## src/rtl/regwrite_arbiter.sv

```systemverilog
// regwrite_arbiter
//   Arbitrates two writeback requesters (A = ALU, B = memory) onto a single
//   register-file write port. At most one grant per cycle, round-robin between
//   the two when both are valid. The winning write is registered and appears on
//   RegWrite/WriteReg/WriteData one cycle later. Writes to register 0 are
//   accepted but never assert RegWrite. Hazard flags tell the read stage that a
//   register it reads has a write pending, either in flight or still requested.
//
// Ports
//   clk, reset            clock, synchronous active-high reset
//   hold                  suppresses all grants this cycle
//   a_valid/a_ready       requester A handshake
//   a_reg/a_data          requester A destination index and data
//   b_valid/b_ready       requester B handshake
//   b_reg/b_data          requester B destination index and data
//   RegWrite              registered write enable
//   WriteReg/WriteData    registered write index and data
//   ReadReg1/ReadReg2     indices being read from the register file
//   hazard1/hazard2       read of ReadReg1/ReadReg2 would return stale data
module regwrite_arbiter #(
  parameter int DATA_W = 32,
  parameter int ADDR_W = 5
) (
  input  logic              clk,
  input  logic              reset,
  input  logic              hold,
  input  logic              a_valid,
  output logic              a_ready,
  input  logic [ADDR_W-1:0] a_reg,
  input  logic [DATA_W-1:0] a_data,
  input  logic              b_valid,
  output logic              b_ready,
  input  logic [ADDR_W-1:0] b_reg,
  input  logic [DATA_W-1:0] b_data,
  output logic              RegWrite,
  output logic [ADDR_W-1:0] WriteReg,
  output logic [DATA_W-1:0] WriteData,
  input  logic [ADDR_W-1:0] ReadReg1,
  input  logic [ADDR_W-1:0] ReadReg2,
  output logic              hazard1,
  output logic              hazard2
);

  // Priority pointer: 0 favours A, 1 favours B when both are valid.
  logic prio;
  logic grant_a;
  logic grant_b;
  logic both_valid;
  logic open_cycle;

  assign both_valid = a_valid & b_valid;
  assign open_cycle = ~reset & ~hold;

  always_comb begin
    grant_a = 1'b0;
    grant_b = 1'b0;
    if (open_cycle) begin
      if (both_valid) begin
        grant_a = ~prio;
        grant_b = prio;
      end else begin
        grant_a = a_valid;
        grant_b = b_valid;
      end
    end
  end

  assign a_ready = grant_a;
  assign b_ready = grant_b;

  // Pointer moves to the loser only after a contested grant; hold leaves it alone.
  always_ff @(posedge clk) begin
    if (reset) begin
      prio <= 1'b0;
    end else if (both_valid && (grant_a || grant_b)) begin
      prio <= grant_a;
    end
  end

  // Output register. Index/data only update on a real (non-zero) write so a
  // register-0 transfer or an idle cycle leaves the last write visible.
  always_ff @(posedge clk) begin
    if (reset) begin
      RegWrite  <= 1'b0;
      WriteReg  <= '0;
      WriteData <= '0;
    end else if (grant_a && (a_reg != '0)) begin
      RegWrite  <= 1'b1;
      WriteReg  <= a_reg;
      WriteData <= a_data;
    end else if (grant_b && (b_reg != '0)) begin
      RegWrite  <= 1'b1;
      WriteReg  <= b_reg;
      WriteData <= b_data;
    end else begin
      RegWrite  <= 1'b0;
    end
  end

  // A read is stale if the register is being written next edge (RegWrite) or
  // is still owed a write by either requester, granted or not.
  always_comb begin
    hazard1 = (ReadReg1 != '0) &&
              ((RegWrite && (WriteReg == ReadReg1)) ||
               (a_valid && (a_reg == ReadReg1)) ||
               (b_valid && (b_reg == ReadReg1)));
    hazard2 = (ReadReg2 != '0) &&
              ((RegWrite && (WriteReg == ReadReg2)) ||
               (a_valid && (a_reg == ReadReg2)) ||
               (b_valid && (b_reg == ReadReg2)));
  end

endmodule

```

## config.mk

```make
export PLATFORM = sky130hd
export DESIGN_NAME = regwrite_arbiter
export DESIGN_NICKNAME = d
export VERILOG_FILES = /design/src/rtl/regwrite_arbiter.sv
export SDC_FILE = /design/constraint.sdc
export NUM_CORES = 1
export LEC_CHECK = 0
export ABC_CLOCK_PERIOD_IN_PS = 2500
export CAP_MARGIN = 10
export CORE_ASPECT_RATIO = 1.75
export CORE_MARGIN = 2
export CORE_UTILIZATION = 38
export DETAILED_ROUTE_END_ITERATION = 10
export PLACE_DENSITY = 0.84
export SLEW_MARGIN = 20
export SYNTH_ARGS = -nofsm -noshare
export SYNTH_HDL_FRONTEND = slang
export SYNTH_SLANG_ARGS = --single-unit
export TNS_END_PERCENT = 1
```

## constraint.sdc

```tcl
create_clock -name clk -period 2.5 [get_ports clk]
set_input_delay 0.75 -clock clk [delete_from_list [all_inputs] [get_ports clk]]
set_output_delay 0.75 -clock clk [all_outputs]
set_load 0.01 [all_outputs]
```

==> results of run 1 <==
stage by stage:
step | util | setup TNS, ns | hold WS (ns) | setup WS, ns
after floorplan | - | 0 | 0.493 | 0.0601
after global placement | 0.666 | -12.53 | 0.470 | -0.765
after detailed placement | 0.666 | -13.82 | 0.479 | -0.895
final | 0.694 | -0.0577 | 0.490 | -0.0451
after global routing | 0.694 | -0.136 | 0.504 | -0.0701
after CTS | 0.683 | -0.0584 | 0.492 | -0.0354
worst min-delay path, cell delays in order (launching register included):
cell	delay, ns
dfxtp_1	0.32
nand2_1	0.05
a311oi_1	0.07
state kept, by name, summed over array words and instances (netlist names):
register,cells
WriteData,32
WriteReg,5
RegWrite,1
prio,1
timing repair:
action	4_1_cts	5_1_grt
resized for setup	108	23
pin swaps	15	11
cloned	0	0
setup buffers	0	0
hold endpoints to repair	0	0
setup endpoints to repair	29	2
worst paths after layout:
path	start	to	slack [ns]	cells after the start
max reg2reg	prio$_SDFFE_PP0P_	WriteReg[3]$_SDFFE_PP0P_	1.01	4
min reg2reg	WriteData[1]$_SDFFE_PP0P_	WriteData[1]$_SDFFE_PP0P_	0.49	2
min	WriteData[1]$_SDFFE_PP0P_	WriteData[1]$_SDFFE_PP0P_	0.49	2
max	ReadReg1[2]	hazard1	-0.05	6
cell usage in the layout, fill, tap and decap left out, drive strengths merged, types with 2 or more instances in the layout:
cell type,n
xnor2,6
buf,54
dfxtp,39
nand2,65
a32oi,2
nand2b,2
clkdlybuf4s50,102
clkbuf,5
and2,3
bufinv,2
a311oi,32
a22oi,3
dlygate4sd2,5
o31ai,3
inv,3
nor2,5
a21oi,5
nor4,6
xor2,25
or4,4
nand3,2
nor3,34
Yosys cell counts (all sizes together):
cell / count / area (um^2)
a211o: 1 / 8.76
a21oi: 5 / 25.0
a22o: 1 / 8.76
a22oi: 3 / 22.5
a311oi: 32 / 343
a32oi: 2 / 17.5
a41o: 1 / 10.0
and2: 3 / 18.8
buf: 15 / 82.6
clkbuf: 8 / 30.0
dfxtp: 39 / 781
inv: 3 / 11.3
nand2: 65 / 244
nand2b: 2 / 12.5
nand3: 2 / 10.0
nand3b: 1 / 7.51
nor2: 5 / 26.3
nor3: 34 / 170
nor3b: 1 / 7.51
nor4: 6 / 37.5
o211a: 1 / 10.0
o211ai: 1 / 12.5
o21ai: 1 / 8.76
o221a: 1 / 11.3
o31ai: 3 / 22.5
or4: 4 / 37.5
xnor2: 6 / 52.6
xor2: 25 / 219
layer usage:
layer  part of all wire  wire [um]
met4              0.050        427
met2               0.55       4700
met1               0.35       3030
met3              0.045        385
met5                  0          0
kinds of logic (layout without fill, tap and decap cells):
group / Yosys count / count (layout)
AND/OR/NAND/NOR: 123 / 123
buffers and inverters: 26 / 173
AO/OA/AOI/OAI: 52 / 52
flip-flops: 39 / 39
XOR/XNOR: 31 / 31
power groups by stage:
| stage | registers (mW) | clock network, mW | logic [mW] |
|---|---|---|---|
| 2_1_floorplan | 0.721 | 0 | 0.154 |
| 3_3_place_gp | 0.704 | 0 | 0.484 |
| 3_5_place_dp | 0.705 | 0 | 0.494 |
| 4_1_cts | 0.691 | 0.637 | 0.490 |
| 5_1_grt | 0.695 | 0.663 | 0.535 |
| 6_report | 0.691 | 0.627 | 0.501 |
cell type report:
type	instances	area, um^2
Fill cell	456	1770
Timing Repair Buffer	162	1550
Multi-Input combinational cell	206	1440
Sequential cell	39	781
Tap cell	78	97.6
Clock buffer	5	68.8
Clock inverter	3	67.6
Inverter	3	11.3
==> metrics.cfg, run 1 <==
[grt]
grt-busiest-layer=met2
grt_pass1_wl_mm=13.8
use_met3=0.0395
grt-ovfl-total=0
grt_usage=0.260
grt_pass1_vias=2866
gr-usage-met1=0.261
grtUsageMet2=0.493
grt_start_max_net_pins=40
antenna_found_initial=0

[yosys]
synth_xor_area_frac=0.121
ys_types=34
synth_fa_ha_area_frac=0
synth_top_family_by_area=simple AND/OR/NAND/NOR gates
synth-seq-cells=39
ys_seq_area_frac=0.347
postSynthCellCount=271
synthMuxAreaShare=0
syn_area_um2=2250
syn-num-nets=360
synth_simple_gate_area_frac=0.254
synth_area_per_cell_um2=8.30
synth_compound_area_frac=0.223
yosysWarnings=0

[cells_and_area]
antenna_cells=0
fin_area_um2=4020
final_cells=496
layout-drive-gt1-share=0.215
synthToLayoutAreaGrowth_pct=78.7
finalNetCount=506

[worst_setup_path]
start_kind=input port
timing.critical_path.mode_cell=buf_2
critical-path-max-stage-delay_ns=0.31
critPathCaptureType=output port
critPathRequiredTime_ns=1.75
crit_chain=buf_2 -> xor2_1 -> nor4_1 -> nand3_1 -> a21oi_1 -> buf_2
cpMaxStageDelayCell=nor4_1
critPathKind=input port to output port
worst-path-buf-inv=2
worstPathArrival_ns=1.80
crit_family=simple AND/OR/NAND/NOR gates
worst-path-max-fanout=4

[clock_tree]
h-tree-depth=2
cts_root_buf=clkbuf_8
cts_buffers=5
cts_tree=done
clkLatencyLatePin_ns=0.29
clkTransAtPathRegs_ns=0.09
clock_path_buffers=2
cts_hold_buf=0
clkSinkCount=39

[timing]
setup_viol=2
rsz0062_at_grt=true
hold_violations=0
worst_slew_margin_rel=0.696
slew_violations=0
worstMarginPinSlew_ns=0.455
fin_crit_ns=2.55
max_freq_ghz=0.393
setup_ws_ns=-0.0451
skew_ns=0.0115
timing.final.crit_share=1.02

[status]
violations=setup timing
status=finished with violations

[floorplan]
num_io_pins=131
num_rows=37
fp.dieW_um=62.1
fp.dieH_um=106
core_um2=5790
fp.dieArea_um2=6570
start_util=0.389

[placement]
gp_congestion=0.876
dp_hpwl_mm=6.27
place_area_um2=3850
portBuffers=130
placed_cells_incl_taps=488

[route]
drtIter0Drc=86
wl_per_cell_um=17.2
wl_mm=8.55
via_count=2684
via_per_inst=5.41
ant_nets=0
drcViolationCount=0
first_pass_iters=4

[pwr]
finalPower_mw=1.82
power_frac_seq=0.380
power_density_nw_per_um2=453
p_int_mw=1.36
pwr-share-comb=0.276
swShare=0.255
p_leak_nw=1.48
p_sw_uw=464
ir_drop_uv=382
clockPowerShare=0.345

[flow_run]
maxCapViolCount=0

[hold_path]
min_path_type=register to register

Power figures use the tool's default switching activity.
==> inputs of run 2 (changes only) <==
--- a/config.mk
+++ b/config.mk
@@ -11,6 +11,7 @@
 export CORE_MARGIN = 2
 export CORE_UTILIZATION = 38
 export DETAILED_ROUTE_END_ITERATION = 10
+export MAX_ROUTING_LAYER = met4
 export PLACE_DENSITY = 0.84
 export SLEW_MARGIN = 20
 export SYNTH_ARGS = -nofsm -noshare
==> run 2 against run 1 <==
  * Clock skew hardly changed
  * Non-clock buffer count unchanged
  * Highest routed layer unchanged
  * Utilization unchanged
  * Critical path depth unchanged
  * Worst hold slack worse by 0.00082 ns
  * Die area is the same
  * Wire length down 0.34%
  * Sequential share of layout area is the same
  * Largest power group unchanged
  * The run still ends with setup timing left
  * Count of clock-buffer cells in the layout stayed put
==> metrics.cfg, run 2 (synthesis gave the netlist of run 1 again) <==
[floorplan]
fp.dieH_um=106  ; unchanged
core_um2=5790  ; unchanged
start_util=0.389  ; unchanged
num_rows=37  ; unchanged
fp.dieW_um=62.1  ; unchanged
num_io_pins=131  ; unchanged
fp.dieArea_um2=6570  ; unchanged

[cells_and_area]
layout-drive-gt1-share=0.215  ; unchanged
top_regs=WriteData x32, WriteReg x5
antenna_cells=0  ; unchanged
fin_area_um2=4020  ; unchanged
top_register=WriteData
multiInputGateArea_um2=1440  ; unchanged
fillers=456  ; unchanged
final_cell_mix=clkdlybuf4s50_1, nand2_1, dfxtp_1
layout_commonest_cell=clkdlybuf4s50_1
largest_register_ffs=32  ; unchanged
finalNetCount=506  ; unchanged
synthToLayoutAreaGrowth_pct=78.7  ; unchanged
final_cells=496  ; unchanged
regArea_um2=781  ; unchanged

[worst_setup_path]
critical-path-max-stage-delay_ns=0.27  ; -0.04 ns
cpMaxStageDelayCell=nor4_2
critPathCaptureType=output port
reg2reg_depth=4  ; unchanged
worst-path-max-fanout=3  ; -1
start_kind=input port
critPathRequiredTime_ns=1.75  ; about the same
crit_chain=buf_6 -> xor2_4 -> nor4_2 -> a32oi_1 -> a21oi_1 -> buf_2
worstPathArrival_ns=1.79  ; about the same
critPathKind=input port to output port

[timing]
timing.final.crit_share=1.02  ; about the same
max_freq_ghz=0.393  ; about the same
worstMarginPinSlew_ns=0.458  ; +0.00300 ns
fin_crit_ns=2.54  ; -0.00147 ns
setup_ws_ns=-0.0437  ; +0.00147 ns
setup_viol=2  ; unchanged
slew_violations=0  ; unchanged
rsz0062_at_grt=true
whs_ns=0.489  ; -0.000817 ns
skew_ns=0.0112  ; -0.000314 ns
hold_violations=0  ; unchanged
worst_slew_margin_rel=0.694  ; -0.00200

[clock_tree]
h-tree-depth=2  ; unchanged
cts_root_buf=clkbuf_8
cts_hold_buf=0  ; unchanged
cts_tree=done
clkTransAtPathRegs_ns=0.09  ; about the same
clock_path_buffers=2  ; unchanged
clkSinkCount=39  ; unchanged
clkLatencyLatePin_ns=0.29  ; about the same
cts_buffers=5  ; unchanged
cts_setup_buffers=0  ; unchanged

[route]
drcViolationCount=0  ; unchanged
first_pass_iters=4  ; unchanged
drtIter0Drc=86  ; unchanged
ant_nets=0  ; unchanged
wl_per_cell_um=17.2  ; -0.34%
via_per_inst=5.44  ; +0.48%
wl_mm=8.52  ; -0.34%
via_count=2697  ; +0.48%

[grt]
grt_pass1_vias=2871  ; +0.17%
grt-busiest-layer=met2
grt_start_max_net_pins=40  ; unchanged
grt-ovfl-total=0  ; unchanged
grtUsageMet2=0.490  ; -0.00311
grt_usage=0.267  ; +0.00695
grt_pass1_wl_mm=13.8  ; -0.10%
gr-usage-met1=0.267  ; +0.00535
antenna_found_initial=0  ; unchanged
use_met3=0.0309  ; -0.00854

[hold_path]
min_path_type=register to register
whs_path_depth=2  ; unchanged

[status]
violations=setup timing
status=finished with violations

[placement]
gp_congestion=0.891  ; +1.7%
placed_cells_incl_taps=488  ; unchanged
dp_hpwl_mm=6.27  ; unchanged
place_area_um2=3850  ; unchanged
portBuffers=130  ; unchanged

[pwr]
power_density_nw_per_um2=453  ; about the same
p_leak_nw=1.48  ; unchanged
ir_drop_uv=381  ; -0.35%

[flow_run]
maxCapViolCount=0  ; unchanged

run 2: path summary, 6_finish.rpt:
path	start	to	slack (ns)
setup / recovery	b_reg[0]	hazard1	-0.04
setup reg to reg	prio$_SDFFE_PP0P_	WriteReg[3]$_SDFFE_PP0P_	1.01
hold / removal	WriteData[0]$_SDFFE_PP0P_	WriteData[0]$_SDFFE_PP0P_	0.49
hold reg to reg	WriteData[0]$_SDFFE_PP0P_	WriteData[0]$_SDFFE_PP0P_	0.49
run 2: repair_timing:
action,CTS,global route
cloned,0,0
endpoints found under the setup margin,29,2
resized for setup,108,23
endpoints found under the hold margin,0,0
pin swaps,15,11
run 2: cell type report:
class	count	area share
Sequential cell	39	0.194
Tap cell	78	0.0243
Multi-Input combinational cell	206	0.359
Timing Repair Buffer	162	0.386
Inverter	3	0.00280
Clock inverter	3	0.0168
Clock buffer	5	0.0171
run 2: critical path: cells and delay by family:
kind | cells | cell delay [ns]
XOR/XNOR | 1 | 0.18
buffers and inverters | 2 | 0.28
AO/OA/AOI/OAI | 2 | 0.32
AND/OR/NAND/NOR | 1 | 0.27
run 2: metrics by stage:
step / TNS, ns / setup WS, ns / power [mW] / utilization
4_1_cts: -0.0584 / -0.0354 / 1.82 / 0.683
3_3_place_gp: -12.53 / -0.765 / 1.19 / 0.666
5_1_grt: -0.136 / -0.0701 / 1.89 / 0.694
2_1_floorplan: 0 / 0.0601 / 0.875 / -
3_5_place_dp: -13.82 / -0.895 / 1.20 / 0.666
6_report: -0.0538 / -0.0437 / 1.82 / 0.694
run 2: where the power goes:
part / total [mW] / internal [mW] / switching (mW) / leakage, nW
clock network: 0.627 / 0.398 / 0.228 / 0.0644
logic: 0.501 / 0.294 / 0.207 / 1.10
registers: 0.691 / 0.663 / 0.0279 / 0.320
total: 1.82 / 1.36 / 0.463 / 1.48
run 2: metal layers:
metal,vias up,routed length [um]
met4,0,483
met1,1268,3000
met3,40,336
li1,1275,-
met2,114,4690
met5,-,0
==> inputs of run 3 (changes only) <==
--- a/config.mk
+++ b/config.mk
@@ -5,11 +5,12 @@
 export SDC_FILE = /design/constraint.sdc
 export NUM_CORES = 1
 export LEC_CHECK = 0
-export ABC_CLOCK_PERIOD_IN_PS = 2500
+export ABC_CLOCK_PERIOD_IN_PS = 2550
 export CAP_MARGIN = 10
 export CORE_ASPECT_RATIO = 1.75
 export CORE_MARGIN = 2
 export CORE_UTILIZATION = 38
+export CTS_CLUSTER_DIAMETER = 200
 export DETAILED_ROUTE_END_ITERATION = 10
 export MAX_ROUTING_LAYER = met4
 export PLACE_DENSITY = 0.84
==> constraint.sdc (replaced) <==
create_clock -name clk -period 2.55 [get_ports clk]
set_input_delay 0.765 -clock clk [delete_from_list [all_inputs] [get_ports clk]]
set_output_delay 0.765 -clock clk [all_outputs]
set_load 0.01 [all_outputs]
==> run 3 against run 2 <==
  * The flow still finishes with violations (setup timing)
  * Clock skew down 0.0078 ns
  * First-iteration DRC count up 43%
  * Critical path depth unchanged
  * Power down 14%
  * Wire length up 1.4%
  * Via count up 1.0%
  * Setup slack better by 0.021 ns
  * Sequential power down 2%
==> metrics.cfg, run 3 (synthesis gave the netlist of run 1 again) <==
[floorplan]
num_rows=37  ; unchanged
core_um2=5790  ; unchanged
start_util=0.389  ; unchanged
fp.dieArea_um2=6570  ; unchanged
fp.dieW_um=62.1  ; unchanged
fp.dieH_um=106  ; unchanged
num_io_pins=131  ; unchanged

[timing]
worstMarginPinSlew_ns=0.441  ; -0.0171 ns
worst_slew_margin_rel=0.706  ; +0.0114
setup_ws_ns=-0.0222  ; +0.0215 ns
rsz0062_at_grt=true
skew_ns=0.00337  ; -0.00779 ns
slew_violations=0  ; unchanged
hold_violations=0  ; unchanged
fin_crit_ns=2.57
max_freq_ghz=0.389
setup_viol=2  ; unchanged
timing.final.crit_share=1.01

[route]
ant_nets=0  ; unchanged
via_per_inst=5.49  ; +1.0%
wl_per_cell_um=17.4  ; +1.4%
wl_mm=8.64  ; +1.4%
via_count=2725  ; +1.0%
drtIter0Drc=123  ; +43%
first_pass_iters=4  ; unchanged
drcViolationCount=0  ; unchanged

[pwr]
p_leak_nw=1.45  ; -2.3%
p_int_mw=1.12  ; -17%
power_frac_seq=0.433  ; +0.053
swShare=0.282  ; +0.0277
ir_drop_uv=480  ; +26%
pwr-share-comb=0.308  ; +0.033
clockPowerShare=0.259  ; -0.086
p_sw_uw=442  ; -4.6%
power_density_nw_per_um2=401  ; -11%

[cells_and_area]
largest_register_ffs=32  ; unchanged
antenna_cells=0  ; unchanged
final_cell_mix=clkdlybuf4s50_1, nand2_1, dfxtp_1
top_register=WriteData
layout-drive-gt1-share=0.206  ; -0.00957
fillers=485  ; +6.4%
top_regs=WriteData x32, WriteReg x5
layout_commonest_cell=clkdlybuf4s50_1
finalNetCount=506  ; unchanged
final_cells=496  ; unchanged
synthToLayoutAreaGrowth_pct=73.5
fin_area_um2=3900  ; -2.9%

[clock_tree]
cts_root_buf=clkbuf_8
h-tree-depth=2  ; unchanged
clkSinkCount=39  ; unchanged
cts_tree=done
clkTransAtPathRegs_ns=0.08  ; about the same
clock_path_buffers=2  ; unchanged
clkLatencyLatePin_ns=0.28  ; about the same
cts_buffers=5  ; unchanged

[worst_setup_path]
reg2reg_depth=6  ; +2
start_kind=input port
crit_family=simple AND/OR/NAND/NOR gates
critical-path-max-stage-delay_ns=0.30  ; +0.03 ns
cpMaxStageDelayCell=nor4_2
critPathKind=input port to output port
ff2ff_setup_slack_ns=1.02  ; about the same
cp-startpoint=a_reg[1]
timing.critical_path.mode_cell=buf_2
worst-path-max-fanout=3  ; unchanged
worstPathArrival_ns=1.81  ; +0.02 ns
crit_chain=buf_2 -> xor2_1 -> nor4_2 -> nand3_1 -> a21oi_2 -> buf_2
critPathRequiredTime_ns=1.79  ; +0.04 ns
reg2reg_to=WriteData[29]$_SDFFE_PP0P_
r2r-start=prio$_SDFFE_PP0P_
worst-path-buf-inv=2  ; unchanged
critPathCaptureType=output port

[grt]
grt-ovfl-total=0  ; unchanged
grt_usage=0.277  ; +0.00923
antenna_found_initial=0  ; unchanged
grt_start_max_net_pins=40  ; unchanged
grt_pass1_wl_mm=14.2  ; +3.4%
grt_pass1_vias=2998  ; +4.4%

[placement]
placed_cells_incl_taps=487  ; -0.20%
portBuffers=130  ; unchanged
pre_cts_ws_ns=-0.896  ; -0.000607 ns
gp_congestion=0.904  ; +1.5%
dp_hpwl_mm=6.38  ; +1.7%
place_area_um2=3850  ; -0.19%

[flow_run]
maxCapViolCount=0  ; unchanged

[status]
status=finished with violations
violations=setup timing

[hold_path]
min_delay_worst_endpoint=WriteData[15]$_SDFFE_PP0P_
whs_path_depth=2  ; unchanged
min_path_type=register to register
worstHoldStart=WriteData[15]$_SDFFE_PP0P_

## run 3: cell types whose count changed in the layout (fill, tap and decap cells not counted), moves of 2 or more
| cell | change |
|---|---|
| buf_6 | -6 |
| buf_8 | -2 |
| bufinv_16 | -2 |
| clkbuf_1 | +2 |
| clkbuf_2 | +3 |
| clkdlybuf4s15_2 | +5 |
| dlygate4sd2_1 | -2 |
| xor2_1 | +2 |
## run 3: final cells by class
class,count,area [um^2],share of cell area
multi-input combinational,206,1410,0.361
clock inverter,1,5.00,0.00128
inverter,3,11.3,0.00289
timing repair buffer,162,1520,0.390
clock buffer,7,76.3,0.0196
tap,78,97.6,0.0250
sequential,39,781,0.200
## run 3: worst max-delay path by stage
stage / cells after the start / endpoint / slack, ns
final: 6 / hazard1 / -0.02
after global routing: 6 / hazard2 / -0.11
after CTS: 6 / hazard1 / -0.08
after detailed placement: 6 / hazard1 / -0.90
after global placement: 6 / hazard1 / -0.74
after floorplan: 5 / hazard1 / 0.08
## run 3: what timing repair did
action                     CTS  global route
buffers inserted             1             0
hold buffers                 0             0
resized for setup           86            15
setup endpoints to repair    9             4
pin swaps                   12            12
## run 3: power groups by stage
| stage | clock, mW | sequential [mW] | combinational, mW |
|---|---|---|---|
| 2_1_floorplan | 0 | 0.707 | 0.151 |
| 3_3_place_gp | 0 | 0.691 | 0.472 |
| 3_5_place_dp | 0 | 0.691 | 0.484 |
| 4_1_cts | 0.414 | 0.677 | 0.481 |
| 5_1_grt | 0.435 | 0.684 | 0.515 |
| 6_report | 0.405 | 0.678 | 0.482 |
## run 3: worst min-delay path: stages (launching register included)
cell	delay (ns)
dfxtp_1	0.32
nand2_1	0.05
a311oi_1	0.07
## run 3: metal layers
metal,part of all wire,track usage
met3,0.048,0.0299
met5,0,-
met1,0.34,0.274
met4,0.073,0.195
met2,0.54,0.499
## run 3: stage by stage
| stage | power [mW] | hold slack (ns) | util | setup TNS [ns] |
|---|---|---|---|---|
| 6_report | 1.56 | 0.488 | 0.674 | -0.0440 |
| 2_1_floorplan | 0.858 | 0.493 | - | 0 |
| 5_1_grt | 1.63 | 0.509 | 0.674 | -0.216 |
| 4_1_cts | 1.57 | 0.492 | 0.677 | -0.166 |
| 3_5_place_dp | 1.17 | 0.475 | 0.665 | -12.05 |
| 3_3_place_gp | 1.16 | 0.470 | 0.665 | -11.07 |
